## config.mk

```make
export PLATFORM = sky130hd
export DESIGN_NAME = ysyx_25020047_lsu
export DESIGN_NICKNAME = d
export VERILOG_FILES = /design/src/rtl/ysyx_25020047_pkg.sv /design/src/rtl/ysyx_25020047_lsu_align.sv /design/src/rtl/ysyx_25020047_lsu.sv
export SDC_FILE = /design/constraint.sdc
export NUM_CORES = 1
export LEC_CHECK = 0
export CAP_MARGIN = 10
export CORE_MARGIN = 5
export CORE_UTILIZATION = 48
export DETAILED_ROUTE_END_ITERATION = 10
export PLACE_DENSITY = 0.89
export SYNTH_ARGS = -nofsm -noshare
export SYNTH_HDL_FRONTEND = slang
export SYNTH_SLANG_ARGS = --single-unit
```

## constraint.sdc

```tcl
create_clock -name i_clk -period 4 [get_ports i_clk]
set_input_delay 0.6 -clock i_clk [delete_from_list [all_inputs] [get_ports i_clk]]
set_output_delay 0.6 -clock i_clk [all_outputs]
set_load 0.1 [all_outputs]
```

## src/rtl/ysyx_25020047_pkg.sv

```systemverilog
// rtl/ysyx_25020047_pkg.sv - shared funct3 codes, LSU state encoding and request record
package ysyx_25020047_pkg;

    // Load/store width codes (bit 2 set = zero-extending load)
    localparam logic [2:0] F3_B  = 3'b000;
    localparam logic [2:0] F3_H  = 3'b001;
    localparam logic [2:0] F3_W  = 3'b010;
    localparam logic [2:0] F3_BU = 3'b100;
    localparam logic [2:0] F3_HU = 3'b101;

    // LSU FSM states
    localparam logic [1:0] S_IDLE = 2'd0;
    localparam logic [1:0] S_REQ  = 2'd1;
    localparam logic [1:0] S_WAIT = 2'd2;
    localparam logic [1:0] S_DONE = 2'd3;

    // Bus request fields captured at accept and held until the bus takes them
    typedef struct packed {
        logic        we;
        logic [31:0] addr;
        logic [31:0] wdata;
        logic [3:0]  wmask;
    } lsu_req_t;

endpackage

```

## src/rtl/ysyx_25020047_lsu_align.sv

```systemverilog
// rtl/ysyx_25020047_lsu_align.sv - byte-lane alignment for stores and extension for loads
// Ports:
//   i_funct3     width code of the access
//   i_addr_lo    addr[1:0], byte offset inside the word
//   i_is_store   1 for a store; only b/h/w are legal stores and wmask is 0 otherwise
//   i_store_data LSB-aligned store value
//   i_rdata      read word from the bus
//   o_wmask      byte enables (0 for loads)
//   o_wdata      store data moved onto its byte lanes
//   o_ldata      sign/zero-extended load value
//   o_misaligned half on odd address or word not on a word boundary
//   o_bad_funct3 width code not legal for this kind of access
module ysyx_25020047_lsu_align
    import ysyx_25020047_pkg::*;
(
    input  logic [2:0]  i_funct3,
    input  logic [1:0]  i_addr_lo,
    input  logic        i_is_store,
    input  logic [31:0] i_store_data,
    input  logic [31:0] i_rdata,
    output logic [3:0]  o_wmask,
    output logic [31:0] o_wdata,
    output logic [31:0] o_ldata,
    output logic        o_misaligned,
    output logic        o_bad_funct3
);

    logic [7:0]  w_byte;
    logic [15:0] w_half;

    assign w_byte  = i_rdata[{i_addr_lo, 3'b000} +: 8];
    // Half loads only reach here aligned, so addr[1] alone picks the lane
    assign w_half  = i_rdata[{i_addr_lo[1], 4'b0000} +: 16];
    assign o_wdata = i_store_data << {i_addr_lo, 3'b000};

    always_comb begin
        o_wmask      = 4'b0000;
        o_ldata      = 32'h0;
        o_misaligned = 1'b0;
        o_bad_funct3 = 1'b0;
        case (i_funct3)
            F3_B: begin
                o_wmask = 4'b0001 << i_addr_lo;
                o_ldata = {{24{w_byte[7]}}, w_byte};
            end
            F3_BU: begin
                o_ldata      = {24'h0, w_byte};
                o_bad_funct3 = i_is_store;
            end
            F3_H: begin
                o_wmask      = 4'b0011 << i_addr_lo;
                o_ldata      = {{16{w_half[15]}}, w_half};
                o_misaligned = i_addr_lo[0];
            end
            F3_HU: begin
                o_ldata      = {16'h0, w_half};
                o_misaligned = i_addr_lo[0];
                o_bad_funct3 = i_is_store;
            end
            F3_W: begin
                o_wmask      = 4'b1111;
                o_ldata      = i_rdata;
                o_misaligned = |i_addr_lo;
            end
            default: o_bad_funct3 = 1'b1;
        endcase
        if (!i_is_store) begin
            o_wmask = 4'b0000;
        end
    end

endmodule

```

## src/rtl/ysyx_25020047_lsu.sv

```systemverilog
// rtl/ysyx_25020047_lsu.sv - load/store unit between EXU and WBU, single-outstanding bus
// Ports:
//   i_clk, i_rst                     clock, synchronous active-high reset
//   i_in_valid / o_in_ready          op handshake from EXU (ready only in IDLE)
//   i_mem_ren, i_mem_wen             load / store select (both set = load)
//   i_funct3, i_addr, i_store_data   access width, byte address, LSB-aligned store value
//   o_out_valid / i_out_ready        result handshake to WBU
//   o_memdata, o_lsu_err             extended load data and error flag, valid with o_out_valid
//   o_bus_req_valid / i_bus_req_ready, o_bus_we, o_bus_addr, o_bus_wdata, o_bus_wmask
//                                    bus request channel
//   i_bus_rsp_valid, i_bus_rsp_rdata, i_bus_rsp_err
//                                    bus response channel
module ysyx_25020047_lsu
    import ysyx_25020047_pkg::*;
#(
    parameter int TIMEOUT = 256,
    parameter int CNT_W   = 9
) (
    input  logic        i_clk,
    input  logic        i_rst,
    input  logic        i_in_valid,
    output logic        o_in_ready,
    input  logic        i_mem_ren,
    input  logic        i_mem_wen,
    input  logic [2:0]  i_funct3,
    input  logic [31:0] i_addr,
    input  logic [31:0] i_store_data,
    output logic        o_out_valid,
    input  logic        i_out_ready,
    output logic [31:0] o_memdata,
    output logic        o_lsu_err,
    output logic        o_bus_req_valid,
    input  logic        i_bus_req_ready,
    output logic        o_bus_we,
    output logic [31:0] o_bus_addr,
    output logic [31:0] o_bus_wdata,
    output logic [3:0]  o_bus_wmask,
    input  logic        i_bus_rsp_valid,
    input  logic [31:0] i_bus_rsp_rdata,
    input  logic        i_bus_rsp_err
);

    logic [1:0]       r_state;
    lsu_req_t         r_req;
    logic [2:0]       r_funct3;
    logic [1:0]       r_addr_lo;
    logic [31:0]      r_memdata;
    logic             r_err;
    logic [CNT_W-1:0] r_cnt;

    logic             w_idle;
    logic             w_is_mem;
    logic             w_is_store;
    logic [2:0]       w_fn;
    logic [1:0]       w_lo;
    logic             w_st;
    logic [3:0]       w_wmask;
    logic [31:0]      w_wdata;
    logic [31:0]      w_ldata;
    logic             w_misaligned;
    logic             w_bad_funct3;

    assign w_idle     = (r_state == S_IDLE);
    assign w_is_mem   = i_mem_ren || i_mem_wen;
    // ren&&wen is illegal and resolves to a load
    assign w_is_store = i_mem_wen && !i_mem_ren;

    // One aligner serves both ends: live inputs while accepting in IDLE,
    // the captured width/offset while decoding the response in WAIT.
    assign w_fn = w_idle ? i_funct3    : r_funct3;
    assign w_lo = w_idle ? i_addr[1:0] : r_addr_lo;
    assign w_st = w_idle ? w_is_store  : r_req.we;

    ysyx_25020047_lsu_align u_align (
        .i_funct3     (w_fn),
        .i_addr_lo    (w_lo),
        .i_is_store   (w_st),
        .i_store_data (i_store_data),
        .i_rdata      (i_bus_rsp_rdata),
        .o_wmask      (w_wmask),
        .o_wdata      (w_wdata),
        .o_ldata      (w_ldata),
        .o_misaligned (w_misaligned),
        .o_bad_funct3 (w_bad_funct3)
    );

    always_ff @(posedge i_clk) begin
        if (i_rst) begin
            r_state   <= S_IDLE;
            r_req     <= '0;
            r_funct3  <= 3'b000;
            r_addr_lo <= 2'b00;
            r_memdata <= 32'h0;
            r_err     <= 1'b0;
            r_cnt     <= '0;
        end else begin
            case (r_state)
                S_IDLE: begin
                    if (i_in_valid) begin
                        r_funct3    <= i_funct3;
                        r_addr_lo   <= i_addr[1:0];
                        r_req.we    <= w_is_store;
                        r_req.addr  <= {i_addr[31:2], 2'b00};
                        r_req.wdata <= w_wdata;
                        r_req.wmask <= w_wmask;
                        r_memdata   <= 32'h0;
                        if (!w_is_mem) begin
                            r_err   <= 1'b0;
                            r_state <= S_DONE;
                        end else if (w_misaligned || w_bad_funct3) begin
                            r_err   <= 1'b1;
                            r_state <= S_DONE;
                        end else begin
                            r_err   <= 1'b0;
                            r_state <= S_REQ;
                        end
                    end
                end
                S_REQ: begin
                    if (i_bus_req_ready) begin
                        r_cnt   <= '0;
                        r_state <= S_WAIT;
                    end
                end
                S_WAIT: begin
                    if (i_bus_rsp_valid) begin
                        r_err     <= i_bus_rsp_err;
                        r_memdata <= (i_bus_rsp_err || r_req.we) ? 32'h0 : w_ldata;
                        r_state   <= S_DONE;
                    end else if (r_cnt == CNT_W'(TIMEOUT - 1)) begin
                        // This is the TIMEOUT-th silent cycle in WAIT
                        r_cnt     <= r_cnt + 1'b1;
                        r_err     <= 1'b1;
                        r_memdata <= 32'h0;
                        r_state   <= S_DONE;
                    end else begin
                        r_cnt <= r_cnt + 1'b1;
                    end
                end
                S_DONE: begin
                    if (i_out_ready) begin
                        r_state <= S_IDLE;
                    end
                end
                default: r_state <= S_IDLE;
            endcase
        end
    end

    assign o_in_ready      = w_idle;
    assign o_out_valid     = (r_state == S_DONE);
    assign o_memdata       = r_memdata;
    assign o_lsu_err       = r_err;
    assign o_bus_req_valid = (r_state == S_REQ);
    assign o_bus_we        = r_req.we;
    assign o_bus_addr      = r_req.addr;
    assign o_bus_wdata     = r_req.wdata;
    assign o_bus_wmask     = r_req.wmask;

endmodule

```

==> flow_summary.toml <==
[run_status]
status = "finished, final reports clean"

[clocking]
clk_pin_slew_ns = 0.06
cts_max_level = 4
cts_hold_buf = 0
cts-resized-gates = 0
worst_skew_pair.late_latency_ns = 0.42
numCtsBuffers = 17
cts.sink_count = 116
cts_setup_buffers = 0
clock_tree_from_tritoncts = "built"
clockRootBuffer = "clkbuf_16"
clockBufferDepth = 2

[critical_path]
rr_startpoint = "r_state[0]"
worstPathRequired_ns = 4.31
cp_cell_sequence = "inv_1, ha_1, buf_4, mux2i_1, nor3b_2, a221oi_1, a221oi_2"
worstRegToRegCells = 7
worstSetupPathDepth = 7
worst_setup_path_end_kind = "flop"
crit_path_max_incr_delay_ns = 0.93
crit_type = "flop to flop"
critical_path_peak_fanout = 17
reg2reg_slack_ns = 0.86
critical_path.slowest_cell = "nor3b_2"
timing.critical_path.buf_inv = 2
timing.critical_path.max_delay_family = "simple AND/OR/NAND/NOR gates"
setup.worst_path.start_class = "flop"
cp_data_arrival_time_ns = 3.45
r2r_end = "o_memdata[19]"

[timing]
slew_headroom = 0.2372
rsz_0062_raised_after_global_routing = "no"
slew_viol_final = 0
setup_total_negative_slack_ns = 0
fmax_mhz = 318.3
finalCriticalPeriod_ns = 3.142
hold_ws_ns = 0.4523
clock-skew-final_ns = 0.006747
timing.final.setup_violations = 0
worst_margin_pin_slew_ns = 1.139
finalHoldViolations = 0
finalCritPeriodShare = 0.7855

[die]
height_of_the_die_um = 119.3
floorplan_core_area_sq_um = 11860
design.portCount = 213
site_rows = 40
die_w_um = 119.3
floorplan.die_area_sq_um = 14240
floorplan.initialDensity = 0.4839

[worst_hold_path]
min_to = "o_bus_addr[8]"
hold_depth = 2
hold_path.startpoint = "o_bus_addr[8]"
worstHoldPathType = "flop to flop"

[global_routing]
wire_length_of_the_first_global_routing_pass_mm = 30.90
grt_start_max_net_pins = 68
antenna_violations_before_repair = 0
first_global_vias = 6153
gr-usage-all-layers = 0.2696
grt_overflow_total = 0

[layout]
fillers = 901
drive_above_1_share = 0.09581
n_antenna_cell = 0
area_delta_synth_final_pct = 47.83
fin_util = 0.7153
nets = 1009

[detailed_routing]
wire_per_inst_um = 18.37
antenna_violation_net_count_after_detailed_routing = 0
drt_pre_antenna_iters = 7
drt_iter0_drc = 716
routed_wl_mm = 19.38
dr_total_vias = 6181
avgViaCountPerCell = 5.859
remaining_drc_errors = 0

[synth]
synthArstFlopShare = 0
cell_count_after_synthesis = 715
ys.warnings.count = 0
synthesis.area_per_instance_sq_um = 8.027
synth-seq-area-share = 0.4046
synth-main-ff-cell = "dfxtp_1"
synth_enable_flop_cells = 0
syn_area_sq_um = 5739
postSynthRegisterBits = 116
synth_cell_type_count = 53

[pwr]
irDropWorstVdd_mv = 0.4978
leakagePower_uw = 0.003031
powerDensity_nw_per_um2 = 706.0

[placement]
post-dp-hpwl_mm = 13.23
place_congestion = 0.9168
numPortBuffers = 210

[run]
maxCapViolations = 0
logic make-up after synthesis:
logic type | share of synthesized area
adders and majority gates | 0.01308
and+or+nand+nor | 0.2322
DFF | 0.4046
AOI/OAI and AO/OA | 0.2529
other | 0.0006534
buffers and inverters | 0.05472
muxes | 0.03270
xor gates and xnor gates | 0.009156
how the worst max path moves through the flow:
| stage | startpoint | end |
|---|---|---|
| floorplan | r_state[0] | o_memdata[15] |
| global placement | i_addr[1] | o_memdata[31] |
| detailed placement | i_addr[1] | o_memdata[27] |
| CTS | r_state[0] | o_memdata[19] |
| global route | r_state[0] | o_memdata[19] |
| finish | r_state[0] | o_memdata[19] |
worst reg2reg max path, stage by stage (launching register included):
cell      delay, ns
dfxtp_1        0.34
inv_1          0.09
ha_1           0.60
buf_4          0.34
mux2i_1        0.23
nor3b_2        0.93
a221oi_1       0.16
a221oi_2       0.34
cell usage in the layout, fill, tap and decap left out, types with 6 or more instances in the layout:
cell type and n:
clkdlybuf4s50_1 208, nand2_1 190, dfxtp_1 116, a21oi_1 80, nor2_1 55, a221oi_2 29, a221oi_1 25, nand3_1 24
clkbuf_16 17, buf_4 13, nor3_1 12, mux2i_1 11, inv_1 9, a211oi_1 9, a22oi_1 8, a222oi_1 8
nand2b_1 7, nor2b_1 6, xor2_1 6, ha_1 6
layer usage:
metal / up-vias / global-route usage / routed length, um
met4: 0 / 0.1117 / 573
met1: 2853 / 0.3154 / 7352
met5: - / 0 / 0
met2: 360 / 0.4302 / 9123
met3: 51 / 0.1197 / 2333
li1: 2917 / - / -
sequential cells by signal, summed over array words and instances (netlist names):
signal	count
r_state	2
o_lsu_err	1
o_bus_addr	30
r_cnt	9
o_bus_we	1
o_memdata	32
o_bus_wdata	32
o_bus_wmask	4
r_addr_lo	2
r_funct3	3
cell usage after synthesis (all sizes together) (2+ instances only):
library cell	number	area (sq um)
or3	2	12.51
clkbuf	47	176.4
nand4	4	25.02
nand2	191	716.9
a32o	2	20.02
a31oi	3	18.77
a32oi	2	17.52
nand2b	7	43.79
a211oi	10	80.07
inv	9	33.78
a221oi	54	654.4
ha	6	75.07
a22o	2	17.52
mux2i	13	142.6
a22oi	8	60.06
nor2	55	206.5
nor3b	3	27.52
dfxtp	116	2322
nand3b	2	15.01
nor3	12	60.06
a21oi	80	400.4
and3	4	25.02
xor2	6	52.55
nor2b	6	37.54
a222oi	8	80.08
mux2	4	45.04
buf	15	103.8
nand3	24	120.1
o21ai	4	20.01
report_power, final:
group,internal (uW),switching [uW],leakage [uW]
Combinational,789,2190,0.00179
Clock,1040,573,0.000296
Sequential,1300,92.9,0.000944
through the flow:
stage / total power, uW / area, sq um / instances / worst slack [ns]
4_1_cts: 5988 / 8484 / 1055 / 0.9452
3_5_place_dp: 4361 / 7855 / 1023 / 0.9799
5_1_grt: 6271 / 8484 / 1055 / 0.5270
6_report: 5990 / 8484 / 1055 / 0.8581
2_1_floorplan: 3664 / 5743 / 716 / 0.9417
3_3_place_gp: 4332 / 7855 / 1023 / 1.042
final cells by class:
| type | instances | area [sq um] | area share |
|---|---|---|---|
| inverter | 9 | 33.78 | 0.003982 |
| clock buffer | 17 | 425.4 | 0.05014 |
| multi-input combinational | 529 | 3115 | 0.3672 |
| sequential | 116 | 2322 | 0.2737 |
| timing repair buffer | 222 | 2200 | 0.2593 |
| tap | 147 | 183.9 | 0.02168 |
| clock inverter | 15 | 203.9 | 0.02404 |
(Power assumes the default switching activity.)
